`config.mk`:
```
export PLATFORM = sky130hd
export DESIGN_NAME = gate_input_debounce
export DESIGN_NICKNAME = d
export VERILOG_FILES = /design/src/rtl/gate_input_debounce_pkg.sv /design/src/rtl/debounce_channel.sv /design/src/rtl/gate_input_debounce.sv
export SDC_FILE = /design/constraint.sdc
export NUM_CORES = 1
export LEC_CHECK = 0
export ABC_CLOCK_PERIOD_IN_PS = 2100
export CORE_MARGIN = 8
export CORE_UTILIZATION = 50
export DETAILED_ROUTE_END_ITERATION = 8
export GPL_ROUTABILITY_DRIVEN = 0
export GPL_TIMING_DRIVEN = 0
export PLACE_DENSITY_LB_ADDON = 0.15
export SYNTH_ARGS = -nofsm -noshare
export SYNTH_HDL_FRONTEND = slang
export SYNTH_HIERARCHICAL = 1
export SYNTH_SLANG_ARGS = --single-unit
```
`constraint.sdc`:
```
create_clock -name CLK -period 2.1 [get_ports CLK]
set_input_delay 0.42 -clock CLK [delete_from_list [all_inputs] [get_ports CLK]]
set_output_delay 0.42 -clock CLK [all_outputs]
set_load 0.005 [all_outputs]
```
`src/rtl/gate_input_debounce_pkg.sv`:
```
// Shared definitions for the gate input debounce stage: per-channel FSM
// state encoding and default debounce constants reused by other board-input
// conditioning blocks.
package gate_input_debounce_pkg;

  typedef enum logic {
    ST_STABLE  = 1'b0,
    ST_PENDING = 1'b1
  } deb_state_e;

  localparam int DEF_STABLE_CYCLES = 1000000;
  localparam int DEF_CNT_W         = 20;

endpackage

```
`src/rtl/debounce_channel.sv`:
```
// One debounce channel: optional two-flop synchroniser, sample flop,
// stability counter, two-state FSM, output flop and a one-cycle toggled flag.
// Optional synchroniser selected by macro GATE_DEBOUNCE_SYNC_EN.
module debounce_channel
  import gate_input_debounce_pkg::*;
#(
  parameter int STABLE_CYCLES = DEF_STABLE_CYCLES,
  parameter int CNT_W         = DEF_CNT_W
) (
  input  logic i_clk,
  input  logic i_rst_n,
  input  logic i_raw,
  output logic o_out,
  output logic o_toggled
);

  // Counter value at which a pending level has persisted long enough.
  localparam logic [CNT_W-1:0] LP_LAST = CNT_W'(STABLE_CYCLES - 1);

  logic             w_in;
  logic             r_s;
  logic             r_out;
  logic             r_toggled;
  logic [CNT_W-1:0] r_cnt;
  deb_state_e       r_state;

  logic             w_out_nxt;
  logic [CNT_W-1:0] w_cnt_nxt;
  deb_state_e       w_state_nxt;

`ifdef GATE_DEBOUNCE_SYNC_EN
  logic [1:0] r_sync;

  // Two-flop synchroniser for a fully asynchronous raw input.
  always_ff @(posedge i_clk or negedge i_rst_n) begin
    if (!i_rst_n) r_sync <= 2'b00;
    else          r_sync <= {r_sync[0], i_raw};
  end

  assign w_in = r_sync[1];
`else
  assign w_in = i_raw;
`endif

  // Sample flop: captures the (possibly synchronised) raw level every edge.
  always_ff @(posedge i_clk or negedge i_rst_n) begin
    if (!i_rst_n) r_s <= 1'b0;
    else          r_s <= w_in;
  end

  // Next-state logic: count while the sample differs from the output,
  // commit after STABLE_CYCLES consecutive differing samples, drop glitches.
  always_comb begin
    w_state_nxt = r_state;
    w_cnt_nxt   = r_cnt;
    w_out_nxt   = r_out;
    case (r_state)
      ST_STABLE: begin
        w_cnt_nxt = '0;
        if (r_s != r_out) begin
          // A one-cycle window commits straight from STABLE.
          if (r_cnt == LP_LAST) begin
            w_out_nxt = r_s;
          end else begin
            w_cnt_nxt   = r_cnt + 1'b1;
            w_state_nxt = ST_PENDING;
          end
        end
      end
      ST_PENDING: begin
        if (r_s == r_out) begin
          w_cnt_nxt   = '0;
          w_state_nxt = ST_STABLE;
        end else if (r_cnt == LP_LAST) begin
          w_out_nxt   = r_s;
          w_cnt_nxt   = '0;
          w_state_nxt = ST_STABLE;
        end else begin
          w_cnt_nxt = r_cnt + 1'b1;
        end
      end
      default: begin
        w_cnt_nxt   = '0;
        w_state_nxt = ST_STABLE;
      end
    endcase
  end

  // FSM, counter, output and toggled-flag registers.
  always_ff @(posedge i_clk or negedge i_rst_n) begin
    if (!i_rst_n) begin
      r_state   <= ST_STABLE;
      r_cnt     <= '0;
      r_out     <= 1'b0;
      r_toggled <= 1'b0;
    end else begin
      r_state   <= w_state_nxt;
      r_cnt     <= w_cnt_nxt;
      r_out     <= w_out_nxt;
      r_toggled <= (w_out_nxt != r_out);
    end
  end

  assign o_out     = r_out;
  assign o_toggled = r_toggled;

endmodule

```
`src/rtl/gate_input_debounce.sv`:
```
// Two-channel input conditioning stage feeding the A/B inputs of the
// two-input gates. Each channel is debounced independently; CHG is a single
// registered pulse one cycle after either (or both) outputs changed.
// Optional input synchroniser selected by macro GATE_DEBOUNCE_SYNC_EN.
module gate_input_debounce
  import gate_input_debounce_pkg::*;
#(
  parameter int STABLE_CYCLES = DEF_STABLE_CYCLES,
  parameter int CNT_W         = DEF_CNT_W
) (
  input  logic CLK,
  input  logic RST_N,
  input  logic RAW_A,
  input  logic RAW_B,
  output logic A,
  output logic B,
  output logic CHG
);

  logic w_tog_a;
  logic w_tog_b;
  logic r_chg;

  debounce_channel #(
    .STABLE_CYCLES (STABLE_CYCLES),
    .CNT_W         (CNT_W)
  ) u_chan_a (
    .i_clk     (CLK),
    .i_rst_n   (RST_N),
    .i_raw     (RAW_A),
    .o_out     (A),
    .o_toggled (w_tog_a)
  );

  debounce_channel #(
    .STABLE_CYCLES (STABLE_CYCLES),
    .CNT_W         (CNT_W)
  ) u_chan_b (
    .i_clk     (CLK),
    .i_rst_n   (RST_N),
    .i_raw     (RAW_B),
    .o_out     (B),
    .o_toggled (w_tog_b)
  );

  // Merge both toggled flags so simultaneous changes give one pulse.
  always_ff @(posedge CLK or negedge RST_N) begin
    if (!RST_N) r_chg <= 1'b0;
    else        r_chg <= w_tog_a | w_tog_b;
  end

  assign CHG = r_chg;

endmodule

```
Word-level counts from Yosys, hierarchy flattened
Index checks and enable logic that the tools add are counted.
W data, S select, Z words.

cells by class
  magnitude comparators = 0
  reductions and logical operators = 0
  shift operators = 0
  divide/modulo/power cells = 0
  add/subtract/negate cells = 2
  multiplexer cells = 24
  bitwise gates (word level) = 3
  multiply operators = 0
  eq/ne operators = 8

operators with widths
  kind                     number
  $mux W20                 6
  $pmux W20 S2             2
  $add A20 B1 Y20 const B  2
  $eq A20 B20 Y1 const B   2
  $mux W1                  12
  $pmux W1 S2              4
  $ne A1 B1 Y1             4
  $eq A1 B1 Y1             2
  $not A1 Y1               2
  $or A1 B1 Y1             1

storage, ports and cells
  memory bits (writable) = 0
  input bits = 4
  register bits = 49
  bits in latches = 0
  memories = 0
  word-level logic and storage cells = 48
  bits in read-only memories = 0

Longest topological paths before layout
Gate-level depths: netlist of run 1.

  depth after elaboration = 5
  gate-level depth with buffers = 6
  depth with buffers taken out = 5

By module
Netlist of run 1, hierarchy kept.

modules (own cells, without submodules)
  module               cells an instance  instances  area an instance (um^2)  seq. area each (um^2)
  debounce_channel     108                2          1108.6                   575.6
  gate_input_debounce  2                  1          31.3                     25.0

Worst setup path after synthesis of run 1
No wires, ideal clock.

  path kind = register to register
  start point = reg u_chan_a.r_cnt[8]
  end point = reg u_chan_a.r_out, in the netlist u_chan_a/o_out
  buffers on the path = 0
  path slack = 0.131 ns
  stages on the path, launching flop included = 5
  library setup time = 0.128 ns
  arrival = 1.841 ns
  cells stage by stage = dfrtp_1 -> or4b_1 -> or4_4 -> nor2_1 -> mux2_1

on the way
  longest elaborated chain between the ends = 4
  elaborated cells on any way between the ends = 5
  classes of those cells = 1 x eq/ne; 4 x mux

ends and longest elaborated chain
  item                        RTL line                                        source
  start, declared             debounce_channel.sv:24                          logic [CNT_W-1:0] r_cnt;
  start signal, assigned      debounce_channel.sv:98                          r_cnt <= w_cnt_nxt;
  $eq A20 B20 Y1 (*)          debounce_channel.sv:62, debounce_channel.sv:74
  $mux W1 (*)                 debounce_channel.sv:62, debounce_channel.sv:74
  $mux W1 (on tied branches)  debounce_channel.sv:71, debounce_channel.sv:60
  $pmux W1 S2 (*)             debounce_channel.sv:57                          case (r_state)
  via u_chan_a.w_out_nxt      debounce_channel.sv:27                          logic w_out_nxt;
  end signal, assigned        debounce_channel.sv:99                          r_out <= w_out_nxt;
  end, declared               debounce_channel.sv:22                          logic r_out;

Mark *: on every way through the listed nets, which the timed path passes. The rest lies on a longest branch.

Worst setup path in the final report of run 1
  start point = reg u_chan_b.r_cnt[13]
  end point = reg u_chan_b.r_out, in the netlist u_chan_b/o_out

on the way
  longest elaborated chain between the ends = 4
  elaborated cells on any way between the ends = 5
  classes of those cells = 1 x eq/ne; 4 x mux

ends and longest elaborated chain
  item                        RTL line
  start, declared             debounce_channel.sv:24
  start signal, assigned      debounce_channel.sv:98
  $eq A20 B20 Y1 (*)          debounce_channel.sv:62, debounce_channel.sv:74
  $mux W1 (*)                 debounce_channel.sv:62, debounce_channel.sv:74
  $mux W1 (on tied branches)  debounce_channel.sv:71, debounce_channel.sv:60
  $pmux W1 S2 (*)             debounce_channel.sv:57
  via u_chan_b.w_out_nxt      debounce_channel.sv:27
  end signal, assigned        debounce_channel.sv:99
  end, declared               debounce_channel.sv:22

Marked as above.

==> out/qor.txt, run 1 <==
Status: finished, final reports clean
Nets@finish: 245
Cell Pwr Density: 640 nW/um^2
Post-Synth XOR/XNOR Area: 9.35%
CP Max Fanout: 5
GR Util All Layers: 11.6%
Clock net sink count: 47
Synth area leaders: dfrtp_1 52%, xnor2_1 6.2%, nor2_1 5.0%, a21oi_1 3.1%, nand3_1 3.1%
Leakage: 1.04 nW
Yosys cell types: 25
CTS clk-pin slew, worst paths: 0.09 ns
DR iter-0 viols: 93
Multiplexer share of the synthesized area: 1.00%
WL met3: 91 microns
Final Skew: 0.00774 ns
Cell count of the worst reg-to-reg path: 4
DR top layer: met4
Synth warn: 6
Placed Cells incl. Taps: 277
Vias per inst: 5.51
Yosys top cell by area: dfrtp_1
Synth cell count leaders: 47 x dfrtp_1, 30 x nor2_1, 16 x xnor2_1, 14 x a21oi_1, 14 x nand3_1
WP data arrival: 2.24 ns
# rows: 24
Hold/Removal Path Class: in2async
Largest net degree at the start of global routing: 33
Routed wl met2: 1840 microns
Final std cells w/o fill: 291
Fill cells: 359
Post-synthesis adder-cell area fraction: 1.11%
PortBufs: 6
Dpl hpwl: 2760 microns
CTS tree: built
IO Pins: 7
Crit end category: register
Share of the synthesized area in the top cell type: 52.3%
Hold_buf cts: 0
Synth Register Bits: 47
Vias in the first global route: 1516
Period utilisation layout: 97.9%
# setup viols final: 0
Crit start category: register
Synth Area in Simple Gates: 24.7%
Die width: 83.1 microns
Syn_area_per_cell: 10.3 sq um
Total power draw: 1.64 mW
CTS root buf: clkbuf_8
DRC: 0
Complex-gate fraction of the synthesized area: 8.57%
Starting Density: 51.6%
Pre-Repair DR Iteration Count: 6
Initial antenna violation count: 0
DRT antenna net count: 0
Slew @ Worst Pin: 0.382 ns
Fin area: 2560 sq um
Relative slew slack: 74.5%
# diodes: 0
Routed WL per cell: 13.6 microns
Max-slew violations: 0
Met1 Wirelength: 1960 microns
H-tree depth: 2
Worst VDD drop: 0.440 mV
Area growth, synth to finish: 13.9%
Clock Path Buffers: 2
Share of layout cells above drive strength 1: 11.7%
Critical Path RT: 2.29 ns
Wire length of the first global-routing pass: 6870 microns
Largest family of logic cells by synthesized area: simple AND/OR/NAND/NOR gates
Number of synthesized flops with an enable pin: 0
Final min period: 2.06 ns
Core area: 4350 sq um
Final WL: 3950 microns
Peak Freq: 487 MHz
Die area: 6900 sq um
Setup tns final: 0 ns
Area post-placement: 2390 sq um
Routed vias: 1603
TritonCTS Buffers: 5
Total of max-cap violations: 0
Worst skew pair latency: 0.30 ns
Async SR Flop Fraction: 100%
Register area share after synthesis: 52.3%
Syn Nets: 224
GRT Residual Overflow: 0
Cell Area, Synth: 2250 sq um
Die H: 83.1 microns
Final hold violation count: 0
Synth Flop Type: dfrtp_1
Syn Inst Count: 218
Kind of critical path: reg2reg
Count leader, synth: dfrtp_1
==> logic make-up after synthesis <==
group                    Yosys count
AO/OA/AOI/OAI                     30
AND/OR/NAND/NOR                  103
flip-flops                        47
buffers and inverters             10
multiplexers                       2
XOR/XNOR                          24
adder cells (fa/ha/maj)            2
==> cell type report <==
type	count	area (sq um)	area share, %
clock inverters	2	37.5	1.47
plain buffers	4	45.0	1.76
flip-flops and latches	47	1180	46.0
clock buffers	5	68.8	2.69
repair buffers	14	128	4.99
multi-input cells	161	1010	39.6
inverters	6	22.5	0.880
well taps	52	65.1	2.54
==> power by group <==
part	switching [mW]	total (mW)	internal, mW
clock network	0.296	0.644	0.348
registers	0.0107	0.926	0.915
logic	0.0408	0.0694	0.0286
total	0.348	1.64	1.29
==> metrics by stage <==
stage               hold WS (ns)  utilization [%]  setup slack (ns)
floorplan                  0.124                -             0.131
global placement           0.424             54.5            -0.699
detailed placement         0.367             54.9            0.0464
CTS                       0.0351             57.3            0.0372
global route              0.0395             58.8          -0.00520
finish                    0.0235             58.8            0.0450
==> placed cells by master, fill, tap and decap left out, types with 7 or more instances in the layout <==
cell / count
a21oi_1: 14
buf_4: 7
dfrtp_1: 45
nand2_1: 12
nand3_1: 14
nand4_1: 8
nor2_1: 28
o21ai_0: 8
or3_1: 8
or4_1: 8
xnor2_1: 16
xor2_1: 8
==> repair_timing <==
action / CTS / global route
gates resized for setup: 0 / 5
endpoints found under the setup margin: 0 / 2
setup buffers: 0 / 7
==> routing by layer <==
metal | global-route usage, % | up-vias
met2 | 18.9 | 16
met4 | 4.95 | 0
met5 | 0 | -
li1 | - | 819
met3 | 2.73 | 6
met1 | 14.4 | 762
==> state kept, by name, summed over array words and instances (netlist names) <==
signal,flops
u_chan_b/r_cnt,20
CHG,1
u_chan_b/o_toggled,1
u_chan_a/r_s,1
u_chan_a/o_out,1
u_chan_b/r_s,1
u_chan_a/o_toggled,1
u_chan_b/o_out,1
u_chan_a/r_cnt,20
==> worst max-delay path: stages (launching register included) <==
cell	delay [ns]
dfrtp_1	0.42
or4_1	0.51
or4_4	0.58
nor2_4	0.10
mux2_1	0.32
==> final timing paths <==
path / from / to / slack (ns)
hold / removal: RST_N / u_chan_b/r_cnt[7] / 0.02
min in group CLK: u_chan_a/o_toggled / CHG / 0.43
setup / recovery: u_chan_b/r_cnt[13] / u_chan_b/o_out / 0.04
max in group asynchronous: RST_N / u_chan_a/r_cnt[6] / 1.58
hold reg to reg: u_chan_a/o_toggled / CHG / 0.43
setup reg to reg: u_chan_b/r_cnt[13] / u_chan_b/o_out / 0.04
No activity file was read; power rests on OpenSTA's default activity.
==> run 2, diff against run 1 <==
CTS_BUF_LIST = sky130_fd_sc_hd__clkbuf_16   (was not set)
DONT_BUFFER_PORTS = 1   (was not set)
SETUP_SLACK_MARGIN = 0.3   (was not set)
==> run 2 against run 1 <==
  * Routed wire length rose by 17%
  * Clock skew fell by 0.0020 ns
  * Core utilization rose by 3.3 points
  * First-iteration DRC count fell by 39%
  * Cell count rose by 0.69%
  * Setup slack improved by 0.037 ns
  * Largest cell class unchanged
  * Via count rose by 7.2%
  * Clock power rose by 25%
  * Cell area rose by 5.6%
==> out/qor.txt, run 2 (synthesis gave the netlist of run 1 again) <==
Top flop regs: u_chan_a/r_cnt: 20 flops, u_chan_b/r_cnt: 20 flops
Vias in the first global route: 1645
CTS root buf: clkbuf_16
PortBufs: 0
Die H: 83.1 microns
Cell breakdown of the critical path: or4b_1 -> or4_4 -> o21bai_4 -> buf_8 -> a21oi_1
Die area: 6900 sq um
Fin area: 2700 sq um
Worst R2R Setup Slack: 0.08 ns
Critical Path RT: 2.27 ns
Dpl hpwl: 3000 microns
Slowest-stage cell, CP: or4_4
Seq. cell area: 1180 sq um
Crit start category: register
Kind of critical path: reg2reg
Vias per inst: 5.86
Share of layout cells above drive strength 1: 23.7%
Most frequent cells in the layout: 46 x dfrtp_1, 17 x nor2_1, 16 x xnor2_1
Area growth, synth to finish: 20.2%
IO Pins: 7
Leakage: 1.06 nW
GRT Residual Overflow: 0
DRC: 0
Cell Pwr Density: 672 nW/um^2
Unrepaired setup endpoints after global routing: yes
WHS Endpoint: u_chan_b/r_s
Final Skew: 0.00570 ns
Pre-Repair DR Iteration Count: 4
Total of max-cap violations: 0
Clock Path Buffers: 2
Routed WL per cell: 15.8 microns
# diodes: 0
Clock net sink count: 47
Crit end category: register
Period utilisation layout: 96.1%
WP data arrival: 2.18 ns
Commonest non-fill, non-tap cell in the layout: dfrtp_1
Core area: 4350 sq um
CTS tree: built
Area post-placement: 2360 sq um
Area taken by multi-input logic gates: 1100 sq um
Fill cells: 331
Setup tns final: 0 ns
CP Max Fanout: 10
Relative slew slack: 79.0%
TritonCTS Buffers: 5
Final hold violation count: 0
Launch point of the worst reg-to-reg path: u_chan_b/r_cnt[8]
Hold Path Stages: 0
Slew @ Worst Pin: 0.314 ns
H-tree depth: 2
Largest net degree at the start of global routing: 48
CTS clk-pin slew, worst paths: 0.07 ns
Final WL: 4630 microns
DRT antenna net count: 0
Hold/Removal Path Class: in2reg
# rows: 24
Routed vias: 1718
Cell count of the worst reg-to-reg path: 5
Wire length of the first global-routing pass: 7800 microns
Nets@finish: 246
Final min period: 2.02 ns
Worst VDD drop: 0.478 mV
Die width: 83.1 microns
Reg2Reg Capture Point: u_chan_b/r_cnt[18]
Hold Startpoint: RAW_B
Starting Density: 51.6%
Max-slew violations: 0
Crit-path leading delay family: simple AND/OR/NAND/NOR gates
Critical path buffers and inverters: 1
CP max stage delay: 0.58 ns
DR iter-0 viols: 57
Worst skew pair latency: 0.29 ns
# setup viols final: 0
Peak Freq: 496 MHz
Worst setup path startpoint: u_chan_b/r_cnt[8]
Status: finished, final reports clean
Initial antenna violation count: 0
GR Util All Layers: 13.6%
[run 2: repair_timing]
item | 4_1_cts | 5_1_grt
pin swaps | 3 | 4
gates resized for setup | 9 | 9
hold buffers | 2 | 0
cloned | 1 | 1
buffers inserted | 7 | 4
hold endpoints to repair | 47 | 0
setup endpoints to repair | 42 | 42
[run 2: worst max-delay path by stage]
stage	to	cells after the start
floorplan	u_chan_a/o_out	4
global placement	u_chan_b/o_out	4
detailed placement	u_chan_b/o_out	4
CTS	u_chan_b/o_out	4
global route	u_chan_a/r_cnt[18]	5
finish	u_chan_b/r_cnt[18]	5
[run 2: power breakdown]
| part | switching (mW) | internal, mW |
|---|---|---|
| Combinational | 0.0484 | 0.0326 |
| Sequential | 0.0105 | 0.916 |
| Clock | 0.355 | 0.453 |
| Total | 0.414 | 1.40 |
[run 2: routing by layer]
metal | part of all wire [%] | GRT usage (%) | vias to the layer above | routed length (microns)
li1 | - | - | 824 | -
met1 | 41 | 15.0 | 853 | 1920
met2 | 54 | 24.0 | 37 | 2490
met3 | 4.2 | 4.20 | 4 | 193
met4 | 0.73 | 4.47 | 0 | 34
met5 | 0 | 0 | - | 0
[run 2: area by class of cell]
class | count | area share (%)
Sequential cell | 47 | 43.6
Multi-Input combinational cell | 161 | 40.6
Timing Repair Buffer | 15 | 5.05
Clock buffer | 5 | 4.63
Tap cell | 52 | 2.41
Buffer | 4 | 1.94
Clock inverter | 3 | 1.02
Inverter | 6 | 0.833
[run 2: stage by stage]
stage | power, mW | hold slack, ns | instances | setup WS, ns | util (%)
after floorplan | 0.981 | 0.124 | 218 | 0.143 | -
after global placement | 0.988 | 0.126 | 270 | 0.0843 | 54.3
after detailed placement | 0.993 | 0.126 | 270 | 0.0507 | 54.3
after CTS | 1.84 | 0.146 | 288 | 0.0877 | 60.7
after global routing | 1.89 | 0.135 | 293 | 0.0390 | 62.1
final | 1.82 | 0.155 | 293 | 0.0821 | 62.1
[run 2: worst reg2reg max path: stages, from the launching register on]
cell and delay, ns:
dfrtp_1 0.39, or4b_1 0.51, or4_4 0.58, o21bai_4 0.19, buf_8 0.17, a21oi_1 0.05
==> run 3, diff against run 2 <==
CORE_ASPECT_RATIO = 0.6   (was not set)
==> run 3 against run 2 <==
  * Register-to-register slack lost 0.04 ns
  * Via count rose by 3.1%
  * Cell count increased by 3.1%
  * Clock-buffer cell count is the same
  * Setup slack lost 0.040 ns
  * Total power is 4.0% lower
  * Maximum frequency is 2.0% lower
  * Sequential power hardly changed
  * Sequential share of layout area up 0.53 points
==> out/qor.txt, run 3 (synthesis gave the netlist of run 1 again) <==
Status: finished, final reports clean
Total power draw: 1.74 mW
Wire length of the first global-routing pass: 7820 microns
Max-slew violations: 0
Reg2Reg Capture Point: u_chan_b/o_out
Crit end category: register
Share of layout cells above drive strength 1: 18.8%
Nets@finish: 245
Starting Density: 50.6%
DRC: 0
Slew @ Worst Pin: 0.355 ns
Initial antenna violation count: 0
Commonest non-fill, non-tap cell in the layout: dfrtp_1
Final hold violation count: 0
Vias per inst: 5.86
Core area: 4450 sq um
Worst R2R Setup Slack: 0.04 ns
Cell Pwr Density: 653 nW/um^2
Vias in the first global route: 1640
Period utilisation layout: 98.0%
Clock net sink count: 47
Worst skew pair latency: 0.28 ns
GR Util All Layers: 14.7%
Die width: 103 microns
WHS Endpoint: u_chan_b/r_s
Peak Freq: 486 MHz
Die H: 67.9 microns
CTS clk-pin slew, worst paths: 0.06 ns
DRT antenna net count: 0
Hold Path Stages: 0
CTS tree: built
CP Max Fanout: 3
H-tree depth: 2
Dpl hpwl: 3200 microns
# setup viols final: 0
Final WL: 4710 microns
Leakage: 1.06 nW
Hold/Removal Path Class: in2reg
Hold Startpoint: RAW_B
Final min period: 2.06 ns
Routed WL per cell: 15.6 microns
DR iter-0 viols: 156
Kind of critical path: reg2reg
TritonCTS Buffers: 5
Area growth, synth to finish: 18.8%
# diodes: 0
Critical Path RT: 2.26 ns
Unrepaired setup endpoints after global routing: yes
Worst VDD drop: 0.367 mV
Most frequent cells in the layout: 46 x dfrtp_1, 28 x nor2_1, 16 x xnor2_1
Cell count of the worst reg-to-reg path: 4
GRT Residual Overflow: 0
IO Pins: 7
Pre-Repair DR Iteration Count: 5
Final Skew: 0.00251 ns
Setup tns final: 0 ns
Top flop regs: u_chan_a/r_cnt: 20 flops, u_chan_b/r_cnt: 20 flops
Clock Path Buffers: 2
Routed vias: 1771
PortBufs: 0
Crit start category: register
Launch point of the worst reg-to-reg path: u_chan_b/r_cnt[15]
Total of max-cap violations: 0
CTS root buf: clkbuf_16
WP data arrival: 2.22 ns
Largest net degree at the start of global routing: 48
# rows: 19
Die area: 6970 sq um
Relative slew slack: 76.3%
[run 3: changes by cell type in the layout (fill, tap and decap cells not counted), sizes merged]
cell | previous run | this run
inv | 8 | 6
buf | 18 | 17
clkinvlp | 1 | 0
clkinv | 0 | 2
[run 3: worst max path at each step]
stage / startpoint / to / slack (ns) / depth (start not counted)
floorplan: u_chan_a/r_cnt[8] / u_chan_a/o_out / 0.14 / 4
global placement: u_chan_b/r_cnt[8] / u_chan_b/o_out / 0.03 / 4
detailed placement: u_chan_b/r_cnt[6] / u_chan_b/o_out / 0.02 / 4
CTS: u_chan_b/r_cnt[13] / u_chan_b/o_out / 0.07 / 4
global route: u_chan_b/r_cnt[15] / u_chan_b/o_out / 0.008 / 4
finish: u_chan_b/r_cnt[15] / u_chan_b/o_out / 0.04 / 4
[run 3: worst max-delay path, cell delays in order, from the launching register on]
cell	delay, ns
dfrtp_1	0.40
or4b_4	0.55
or4_4	0.58
nor2_4	0.10
mux2_1	0.31
[run 3: metrics by stage]
stage	setup slack, ns	area [sq um]	utilization [%]	instances	hold WS (ns)
3_5_place_dp	0.0199	2380	53.5	281	0.126
6_report	0.0417	2670	60.1	302	0.164
2_1_floorplan	0.143	2300	-	218	0.124
3_3_place_gp	0.0259	2380	53.5	281	0.126
4_1_cts	0.0687	2600	58.4	294	0.157
5_1_grt	0.00814	2670	60.1	302	0.149
[run 3: routing by layer]
layer | share of wire [%] | GRT usage (%) | wire (microns)
met5 | 0 | 0 | 0
met4 | 0.70 | 5.44 | 33
met3 | 7.1 | 4.06 | 336
met2 | 42 | 20.6 | 1990
met1 | 50 | 21.2 | 2350
[run 3: layout make-up]
class	count	area [sq um]
Timing Repair Buffer	14	128
Inverter	6	22.5
Tap cell	63	78.8
Fill cell	366	1780
Sequential cell	47	1180
Buffer	4	52.6
Clock buffer	5	125
Clock inverter	2	8.76
Multi-Input combinational cell	161	1080
[run 3: repair_timing]
action	4_1_cts	5_1_grt
hold buffers	2	0
pin swaps	2	2
buffers inserted	4	8
endpoints found under the hold margin	47	0
resized for setup	5	3
setup endpoints to repair	42	42
[run 3: report_power, final]
part / switching, mW / internal [mW] / leakage (nW)
Clock: 0.312 / 0.428 / 0.0671
Sequential: 0.0110 / 0.917 / 0.645
Combinational: 0.0454 / 0.0296 / 0.345
